===== src/rtl/dmem_stage_ctrl.sv =====
`default_nettype none
// +--------------------------------------------------------------------------+
// | Module      : dmem_stage_ctrl                                            |
// | Description : MEM-stage data-cache request/response controller with      |
// |               stall, store alignment and load extension.                 |
// | Revision    : 1.0                                                        |
// +--------------------------------------------------------------------------+
module dmem_stage_ctrl #(
    parameter int ALIGN_CHECK  = 1,
    parameter int RESP_TIMEOUT = 0
) (
    input  logic        clk,
    input  logic        rst,
    input  logic        in_valid,
    input  logic        mem_read,
    input  logic        mem_write,
    input  logic [3:0]  mem_byte_enable,
    input  logic [2:0]  funct3,
    input  logic [31:0] addr,
    input  logic [31:0] wdata,
    input  logic        advance,
    input  logic        flush,
    output logic [31:0] dmem_address,
    output logic        dmem_read,
    output logic        dmem_write,
    output logic [3:0]  dmem_wmask,
    output logic [31:0] dmem_wdata,
    input  logic [31:0] dmem_rdata,
    input  logic        dmem_resp,
    output logic        stall,
    output logic [31:0] load_data,
    output logic        misalign,
    output logic        mem_error
);

    localparam int c_WD_W = (RESP_TIMEOUT > 0) ? $clog2(RESP_TIMEOUT + 1) : 1;
    localparam logic [c_WD_W-1:0] c_WD_LAST = c_WD_W'((RESP_TIMEOUT > 0) ? RESP_TIMEOUT - 1 : 0);

    typedef enum logic [1:0] {
        ST_IDLE = 2'd0,
        ST_BUSY = 2'd1,
        ST_DONE = 2'd2
    } state_t;

    state_t             r_state;
    logic [2:0]         r_funct3;
    logic [1:0]         r_off;
    logic               r_is_load;
    logic               r_drop;
    logic [c_WD_W-1:0]  r_wd;

    logic        w_access;
    logic        w_unaligned;
    logic        w_mis_cond;
    logic        w_req;
    logic [1:0]  w_off;
    logic        w_timeout;
    logic        w_discard;
    logic [31:0] w_shift;
    logic [31:0] w_ext;

    assign w_access    = in_valid & (mem_read | mem_write);
    assign w_unaligned = ((funct3[1:0] == 2'b01) & addr[0]) |
                         ((funct3[1:0] == 2'b10) & (addr[1:0] != 2'b00));
    assign w_mis_cond  = (ALIGN_CHECK != 0) & w_unaligned;
    // A sticky watchdog error keeps the held instruction from being reissued.
    assign w_req       = (r_state == ST_IDLE) & w_access & ~flush & ~w_mis_cond & ~mem_error;
    assign w_off       = (w_unaligned && ALIGN_CHECK == 0) ? 2'b00 : addr[1:0];
    assign w_timeout   = (RESP_TIMEOUT > 0) && (r_wd == c_WD_LAST);
    assign w_discard   = r_drop | flush;

    assign misalign = (r_state == ST_IDLE) & w_access & ~flush & w_mis_cond;
    assign stall    = (r_state == ST_BUSY) | w_req;

    assign w_shift = dmem_rdata >> {r_off, 3'b000};

    always_comb begin
        w_ext = w_shift;
        case (r_funct3)
            3'b000:  w_ext = {{24{w_shift[7]}}, w_shift[7:0]};
            3'b001:  w_ext = {{16{w_shift[15]}}, w_shift[15:0]};
            3'b100:  w_ext = {24'd0, w_shift[7:0]};
            3'b101:  w_ext = {16'd0, w_shift[15:0]};
            default: w_ext = w_shift;
        endcase
    end

    always_ff @(posedge clk) begin
        if (rst) begin
            r_state      <= ST_IDLE;
            r_funct3     <= 3'd0;
            r_off        <= 2'd0;
            r_is_load    <= 1'b0;
            r_drop       <= 1'b0;
            r_wd         <= '0;
            dmem_address <= 32'd0;
            dmem_read    <= 1'b0;
            dmem_write   <= 1'b0;
            dmem_wmask   <= 4'd0;
            dmem_wdata   <= 32'd0;
            load_data    <= 32'd0;
            mem_error    <= 1'b0;
        end else begin
            case (r_state)
                ST_IDLE: begin
                    if (w_req) begin
                        r_state      <= ST_BUSY;
                        dmem_address <= {addr[31:2], 2'b00};
                        dmem_write   <= mem_write;
                        dmem_read    <= mem_read & ~mem_write;
                        dmem_wmask   <= mem_write ? (mem_byte_enable << w_off) : 4'd0;
                        dmem_wdata   <= wdata << {w_off, 3'b000};
                        r_funct3     <= funct3;
                        r_off        <= w_off;
                        r_is_load    <= mem_read & ~mem_write;
                        r_drop       <= 1'b0;
                        r_wd         <= '0;
                    end
                end
                ST_BUSY: begin
                    if (flush) begin
                        r_drop <= 1'b1;
                    end
                    // A response in the final watchdog cycle still completes normally.
                    if (dmem_resp) begin
                        dmem_read  <= 1'b0;
                        dmem_write <= 1'b0;
                        if (r_is_load && !w_discard) begin
                            load_data <= w_ext;
                        end
                        r_state <= w_discard ? ST_IDLE : ST_DONE;
                        r_drop  <= 1'b0;
                        r_wd    <= '0;
                    end else if (w_timeout) begin
                        dmem_read  <= 1'b0;
                        dmem_write <= 1'b0;
                        mem_error  <= 1'b1;
                        r_state    <= ST_IDLE;
                        r_drop     <= 1'b0;
                        r_wd       <= '0;
                    end else begin
                        r_wd <= r_wd + c_WD_W'(1);
                    end
                end
                ST_DONE: begin
                    if (advance) begin
                        r_state <= ST_IDLE;
                    end
                end
                default: r_state <= ST_IDLE;
            endcase
        end
    end

endmodule
`default_nettype wire


===== config.mk =====
export PLATFORM = sky130hd
export DESIGN_NAME = dmem_stage_ctrl
export DESIGN_NICKNAME = d
export VERILOG_FILES = /design/src/rtl/dmem_stage_ctrl.sv
export SDC_FILE = /design/constraint.sdc
export NUM_CORES = 1
export LEC_CHECK = 0
export CAP_MARGIN = 20
export CORE_MARGIN = 1.5
export CORE_UTILIZATION = 47
export DETAILED_ROUTE_END_ITERATION = 8
export HOLD_SLACK_MARGIN = 0.02
export PLACE_DENSITY = 0.85
export SLEW_MARGIN = 10
export SYNTH_ARGS = -nofsm -noshare
export SYNTH_HDL_FRONTEND = slang
export SYNTH_SLANG_ARGS = --single-unit

===== constraint.sdc =====
create_clock -name clk -period 3.1 [get_ports clk]
set_input_delay 0.465 -clock clk [delete_from_list [all_inputs] [get_ports clk]]
set_output_delay 0.465 -clock clk [all_outputs]
set_load 0.02 [all_outputs]

==> flow_summary.json <==
{
  "wl_met1_um": 6780,
  "worstPathArrival_ps": 2320,
  "firstDrtPassIters": 6,
  "rows": 38,
  "nNetsFinal": 910,
  "p_leak_nw": 2.53,
  "synth_edf_count": 0,
  "drc": 0,
  "die_h_um": 108,
  "drive_above_1_share_pct": 6.97,
  "crit_type": "input port to output pin",
  "cp-endpoint": "stall",
  "end_kind": "output pin",
  "async_reset_ff_share_pct": 0,
  "coreArea_um2": 10800,
  "synth_cell_type_count": 39,
  "clk_latency_ps": 370,
  "grt-ovfl-total": 0,
  "pre_cts_slack_ps": 304,
  "ys.warnings.count": 0,
  "finalSetupTns_ps": 0,
  "clockBufferDepth": 2,
  "worst-path-max-fanout": 3,
  "cts_resized": 0,
  "slew_headroom_pct": 57.6,
  "hp-class": "input port to flop",
  "setup_viol": 0,
  "cts_made_buffers": 9,
  "hold_ws_ps": 431,
  "cts_tree": "yes",
  "maxCapViolations": 0,
  "reg2reg_depth": 5,
  "avgRoutedWirePerCell_um": 18.3,
  "synth_largest_area_cell": "dfxtp_1",
  "r2r_start": "r_state[1]",
  "clock_skew_ps": 15.5,
  "boundaryPins": 216,
  "rsz0062_at_grt": "false",
  "root_buffer": "clkbuf_8",
  "syn_area_per_cell_um2": 8.30,
  "post_cts_buffers": 0,
  "fin_util_pct": 70.0,
  "drtIter0Drc": 404,
  "ys.flop_type": "dfxtp_1",
  "p_total_mw": 2.91,
  "globalplace.congestion": 0.946,
  "cts_hold_buf": 0,
  "reg2reg_slack_ps": 1030,
  "synth_area_um2": 5200,
  "yosysMostFrequentCell": "dfxtp_1",
  "dr_total_vias": 5536,
  "worstMarginPinSlew_ps": 636,
  "fmax_ghz": 0.358,
  "area_delta_synth_final_pct": 45.2,
  "met3_length_um": 1800,
  "antennaDiodeCount": 0,
  "p_per_area_nw_per_um2": 386,
  "grt_pass1_wl_um": 26600,
  "ys_ff_latch": 109,
  "start_kind": "input port",
  "clock_sinks": 109,
  "wl_um": 17300,
  "die_w_um": 108,
  "die-area_um2": 11700,
  "ant_nets": 0,
  "vias_per_cell": 5.86,
  "initial_core_util_pct": 48.2,
  "antenna_found_initial": 0,
  "dp_hpwl_um": 12100,
  "track_usage_pct": 28.9,
  "status": "finished, final reports clean",
  "io_buffers": 212,
  "period_needed_ps": 2790,
  "ys_seq_area_share_pct": 42.0,
  "grt_max_degree": 110,
  "worstPathRequired_ps": 2630,
  "finalHoldViolations": 0,
  "grt_pass1_vias": 5392,
  "final_max_slew_viol_count": 0,
  "wl_met2_um": 8190,
  "synth_common_cells": "109 x dfxtp_1, 108 x a21oi_1, 65 x o21ai_0",
  "synth_top_area_share_pct": 42.0,
  "worst_r2r_endpoint": "dmem_wdata[17]",
  "crit_path_start": "flush",
  "syn_inst": 627,
  "synth_area_leaders": "dfxtp_1 42%, a21oi_1 10%, mux2i_1 7.9%",
  "vdd_drop_max_uv": 223,
  "fin_ws_ps": 310,
  "highest_layer": "met4",
  "htree_levels": 3,
  "path_clk_slew_ps": 110,
  "fin_crit_sh_pct": 90.0
}
[metal layers]
layer | vias up | global-route usage (%)
met5 | - | 0
met4 | 0 | 11.7
met3 | 35 | 7.90
met2 | 298 | 48.2
met1 | 2587 | 35.2
li1 | 2616 | -
[critical path, cell delays in order]
cell	delay, ps
clkdlybuf4s50_1	490
nor4b_4	370
nor2b_4	220
a21o_1	140
clkdlybuf4s50_1	640
[logic make-up (layout without fill, tap and decap cells)]
group           Yosys count  after routing  share of synthesized area [%]
compound gates          238            238                           26.5
other cells               1              3                         0.0721
mux                      56             56                           11.1
flops                   109            109                           42.0
xor+xnor                  1              1                          0.168
buf+inv                  71            246                           5.99
simple gates            151            151                           14.2
[cell usage in the layout, fill, tap and decap left out, types with 9 or more instances in the layout]
cell,synthesis,layout
a211oi_1,31,31
a21oi_1,108,108
nor2_1,38,38
o21ai_0,65,65
mux2_2,15,15
buf_4,3,16
mux2i_1,41,41
clkbuf_8,0,11
clkdlybuf4s50_1,0,210
o2111ai_1,9,9
nand3_1,39,39
nand2_1,45,45
dfxtp_1,109,109
o211ai_1,10,10
[state kept, by name, indices dropped and copies added (netlist names)]
signal / flops
dmem_address: 30
dmem_read: 1
dmem_wdata: 32
dmem_wmask: 4
dmem_write: 1
load_data: 32
r_drop: 1
r_funct3: 3
r_is_load: 1
r_off: 2
r_state: 2
[per-stage QoR]
step,cells,cell area [um^2]
floorplan,629,5210
global placement,926,7320
detailed placement,927,7330
CTS,943,7520
global route,944,7550
finish,944,7550
[power by group]
group          leakage [nW]  internal [mW]  total (mW)  switching, mW
sequential            0.882           1.44        1.46         0.0245
clock                0.0961          0.344       0.839          0.495
combinational          1.55          0.285       0.614          0.329
[cell type report]
cell class	instances	area, um^2
Sequential cell	109	2180
Clock buffer	11	151
Fill cell	846	3240
Timing Repair Buffer	228	2250
Clock inverter	5	42.5
Inverter	2	7.51
Multi-Input combinational cell	449	2740
Tap cell	140	175
[worst min-delay path by stage]
stage | from | to | slack (ps) | cells past startpoint
floorplan | r_is_load | r_is_load | 460 | 2
global placement | load_data[0] | load_data[0] | 450 | 2
detailed placement | load_data[6] | load_data[6] | 450 | 2
CTS | load_data[6] | load_data[6] | 470 | 2
global route | rst | dmem_wdata[2] | 440 | 2
finish | rst | load_data[6] | 430 | 2
No activity file was read; power rests on OpenSTA's default activity.
==> RTL change 1, RTL diff (same settings) <==
Re-encode `state_t` (3 states) as one-hot, 3 bits wide.
--- a/src/rtl/dmem_stage_ctrl.sv
+++ b/src/rtl/dmem_stage_ctrl.sv
@@ -36,10 +36,10 @@
     localparam int c_WD_W = (RESP_TIMEOUT > 0) ? $clog2(RESP_TIMEOUT + 1) : 1;
     localparam logic [c_WD_W-1:0] c_WD_LAST = c_WD_W'((RESP_TIMEOUT > 0) ? RESP_TIMEOUT - 1 : 0);
 
-    typedef enum logic [1:0] {
-        ST_IDLE = 2'd0,
-        ST_BUSY = 2'd1,
-        ST_DONE = 2'd2
+    typedef enum logic [2:0] {
+        ST_IDLE = 3'b001,
+        ST_BUSY = 3'b010,
+        ST_DONE = 3'b100
     } state_t;
 
     state_t             r_state;
Formal check against the unedited RTL: no difference found for any inputs over 4 cycles, from zero or initial values and one cycle with rst high; so few cycles prove little.
==> RTL change 1 against the unedited design <==
Register-to-register slack lost 0.14 ns. Largest power group unchanged. First-iteration DRC count shrank 3.0%. Total power grew 9.5%. Area after synthesis grew 2.4%. Setup slack lost 0.084 ns. Routed wire length grew 1.3%. Hold slack gained 0.042 ns. Final area grew 2.5%. Sequential cell count grew 1. Global-route usage is essentially flat. Highest routed layer unchanged. Cell count shrank 1.1%. Count of clock-buffer cells in the layout grew 1.
==> RTL change 1: results (changes against the unedited design) <==
run_status:
  status: "finished, final reports clean"
synthesis:
  synth.area.mux_share_pct: 14.0  # +2.9 points
  synth-compound-area-share_pct: 23.5  # -3.0 points
  yosys-top-cells-area: "dfxtp_1 41%, a21oi_1 8.0%, mux2i_1 7.9%, o21ai_0 6.4%, nand3_1 3.6%"
  seq_area_frac_synth_pct: 41.4  # -0.59 points
  synthDistinctLibCells: 44  # +13%
drt:
  post_drt_wl_per_cell_um: 18.7  # +2.4%
  met1Wirelength_mm: 6.95  # +2.5%
  drtPass1Iterations: 5  # -1
  met2WireLength_mm: 8.33  # +1.7%
clocking:
  clk_pin_slew_ns: 0.07  # -0.04 ns
  root_buffer: "clkbuf_16"
global_routing:
  grt_pass1_wl_mm: 26.7  # +0.26%
  track_usage_pct: 28.8  # about the same
  grt_start_max_net_pins: 111  # +0.91%
  met3_usage_pct: 7.77  # -0.13 points
  grt_pass1_vias: 5175  # -4.0%
  use_met1_pct: 35.7  # +0.50 points
  met2_usage_pct: 47.3  # -0.85 points
place:
  place.gp.congestion: 0.856  # -9.6%
  dp.cells: 916  # -1.2%
  placed_cell_area_um2: 7420  # +1.3%
  pre_cts_ws_ns: 0.233  # -0.0706 ns
critical_path:
  path_max_fanout: 5  # +2
  r2r_slack_ns: 0.89  # -0.14 ns
  r2r-end: "dmem_wdata[13]$_SDFFE_PP0P_"
  slowest_delay_ns: 0.66  # +0.02 ns
cells_and_area:
  final.fill_count: 824  # -2.6%
  seqCellArea_um2: 2200  # +0.92%
  drive_gt1_share_pct: 7.56  # +0.59 points
hold_path:
  worstHoldStart: "dmem_wdata[9]$_SDFFE_PP0P_"
  min_to: "dmem_wdata[9]$_SDFFE_PP0P_"
  worstHoldPathType: "reg2reg"
power_and_ir_drop:
  p_int_w: 0.00231  # +12%
timing:
  holdWs_ns: 0.472  # +0.0417 ns
RTL change 1: cell count changes in the layout (fill, tap and decap cells not counted), sizes merged, moves of 6 or more:
cell / change
a21oi: -23
a211oi: -15
a311oi: +15
nand2: -12
mux4: +7
nand4: +7
nor2: +7
o211ai: -7
nor3: +6
RTL change 1: cell type report:
cell class	instances	share of cell area, %
multi-input cells	442	36.7
clock inverters	4	0.420
clock buffers	12	3.19
flip-flops and latches	110	28.5
repair buffers	226	28.9
well taps	140	2.26
RTL change 1: how the worst max path moves through the flow:
stage / startpoint / to / slack, ns / cells past startpoint
after global routing: funct3[1] / stall / 0.16 / 6
after global placement: funct3[1] / stall / 0.28 / 6
after CTS: funct3[1] / stall / 0.23 / 6
final: funct3[1] / stall / 0.23 / 6
after floorplan: addr[0] / misalign / 0.97 / 5
after detailed placement: funct3[1] / stall / 0.23 / 6
RTL change 1: tightest hold or removal path, stage by stage, from the launching register on:
cell	delay [ns]
dfxtp_1	0.31
o21ai_0	0.07
a21oi_1	0.06
==> RTL change 2, RTL diff (same settings) <==
Without the edit above. Make the reset (`rst`) asynchronous in one clocked block.
--- a/src/rtl/dmem_stage_ctrl.sv
+++ b/src/rtl/dmem_stage_ctrl.sv
@@ -85,7 +85,7 @@
         endcase
     end
 
-    always_ff @(posedge clk) begin
+    always_ff @(posedge clk or posedge rst) begin
         if (rst) begin
             r_state      <= ST_IDLE;
             r_funct3     <= 3'd0;
Behaviour: differs if rst is asserted again (counterexample within 4 cycles, from zero or initial values and one cycle with rst high); with rst held inactive, the same outputs for 4 cycles.
==> RTL change 2 against the unedited design <==
Routed wire length down 16%. Setup slack got worse by 0.23 ns. Global-route usage decreased by 3.2 points. Area after synthesis decreased by 0.14%. Count of clock-buffer cells in the layout is 1 higher. Via count down 21%. Register-to-register slack worse by 0.13 ns. Sequential cell count unchanged. Largest cell class is now sequential cells. Final area is 0.98% higher. Highest routed layer is now met5.
Power is not compared: it rests on default switching activity, and its combinational part moved more than twofold at a synthesized area within 25%.
==> RTL change 2: results (changes against the unedited design) <==
run_status:
  status: "finished, final reports clean"
global_routing:
  antenna_found_initial: 2  # +2
  grt_start_max_net_pins: 105  # -4.5%
  track_usage_pct: 25.6  # -3.2 points
  grt_pass1_vias: 4420  # -18%
  grt_pass1_wl_mm: 22.6  # -15%
critical_path:
  r2r_start: "r_state[0]$_DFFE_PP0P_"
  r2r_slack_ns: 0.90  # -0.13 ns
  cp-endpoint: "stall"
  path_max_fanout: 3  # unchanged
  crit_start: "flush"
  critPathArrivalTime_ns: 2.55  # +0.23 ns
  slowest_delay_ns: 0.60  # -0.04 ns
  r2r-end: "dmem_read$_DFFE_PP0P_"
  crit_path_top_delay_cell: "clkdlybuf4s50_1"
  r2r_cells: 5  # unchanged
  path_delay_family: "buffers and inverters"
synthesis:
  async_flop_share_pct: 100  # +100 points
  yosys-top-cells-count: "109 x dfrtp_1, 53 x nand2_1, 51 x mux2_2"
  ys_warn_count: 0  # unchanged
  synthDistinctLibCells: 40  # +2.6%
  seq_area_frac_synth_pct: 52.5  # +11 points
  yosys-top-cells-area: "dfrtp_1 53%, mux2_2 11%, mux2i_1 6.6%, a21oi_1 3.9%, nand2_1 3.8%"
clocking:
  cts_buffers: 9  # unchanged
  cts_buffer_depth: 2  # unchanged
  cts_setup_buffers: 0  # unchanged
  cts_htree_levels: 3  # unchanged
  clk_latency_ns: 0.39  # +0.02 ns
  clk_pin_slew_ns: 0.10
  root_buffer: "clkbuf_8"
  cts_resized: 0  # unchanged
drt:
  drtPass1Iterations: 4  # -2
  routed_wl_mm: 14.5  # -16%
  viasPerCell: 5.37  # -8.5%
  drtIter0Drc: 223  # -45%
cells_and_area:
  num-nets-final: 784  # -14%
  reg_top3: "dmem_wdata x32, load_data x32, dmem_address x30"
  final.fill_count: 799  # -5.6%
  drive_gt1_share_pct: 11.9  # +5.0 points
  post-route-util_pct: 70.6  # +0.68 points
timing:
  max_slew_margin_pct: 47.5  # -10 points
  fin_skew_ns: 0.0118  # -0.00374 ns
  setup_violations: 0  # unchanged
  tns_ns: 0  # unchanged
hold_path:
  min_path_cells: 2  # unchanged
  worstHoldStart: "load_data[7]$_DFFE_PP0P_"
  worstHoldPathType: "reg2reg"
  min_to: "load_data[7]$_DFFE_PP0P_"
place:
  hpwl_mm: 11.0  # -9.0%
  port_buffers: 212  # unchanged
  place.gp.congestion: 0.914  # -3.4%
  placed_cell_area_um2: 7430  # +1.4%
power_and_ir_drop:
  ir_drop_mv: 0.536
  p_leak_nw: 3.25
[RTL change 2: cells by family (layout without fill, tap and decap cells)]
logic type | Yosys count | after routing | share of synthesized area (%)
flops | 109 | 109 | 52.5
other cells | 1 | 4 | 0.0722
buf+inv | 40 | 241 | 3.59
mux | 87 | 87 | 18.5
xor+xnor | 1 | 1 | 0.169
simple gates | 116 | 116 | 10.0
compound gates | 121 | 121 | 15.1
[RTL change 2: tightest hold or removal path, stage by stage (launching register included)]
cell and delay [ns]:
dfrtp_1 0.36, nand2_1 0.05, nand2_1 0.05
[RTL change 2: per-stage QoR]
stage / std cells / hold WS, ns / setup WS [ns]
after global placement: 802 / 0.459 / 0.100
final: 819 / 0.486 / 0.0849
after detailed placement: 802 / 0.464 / 0.112
after CTS: 818 / 0.489 / 0.0985
after global routing: 818 / 0.510 / 0.0339
after floorplan: 477 / 0.460 / 0.774
[RTL change 2: final cells by class]
type                            count  share of cell area [%]
Antenna cell                        1                  0.0328
Sequential cell                   109                    35.8
Timing Repair Buffer              222                    29.1
Tap cell                          140                    2.30
Multi-Input combinational cell    328                    30.0
Inverter                            3                   0.197
Clock inverter                      4                   0.624
Clock buffer                       12                    1.90
[RTL change 2: power by group]
group | total, W | switching (W) | internal, W
combinational | 0.00264 | 0.00129 | 0.00135
sequential | 0.00219 | 0.000302 | 0.00188
clock | 0.000881 | 0.000487 | 0.000394
total | 0.00571 | 0.00208 | 0.00363
[RTL change 2: per-layer routing]
layer  track usage (%)  vias to the layer above  wire length, µm
met1              31.1                     2120             5700
met5                 0                        -               13
li1                  -                     2082                -
met2              41.7                      163             7240
met4              10.3                        2              404
met3              9.16                       29             1170
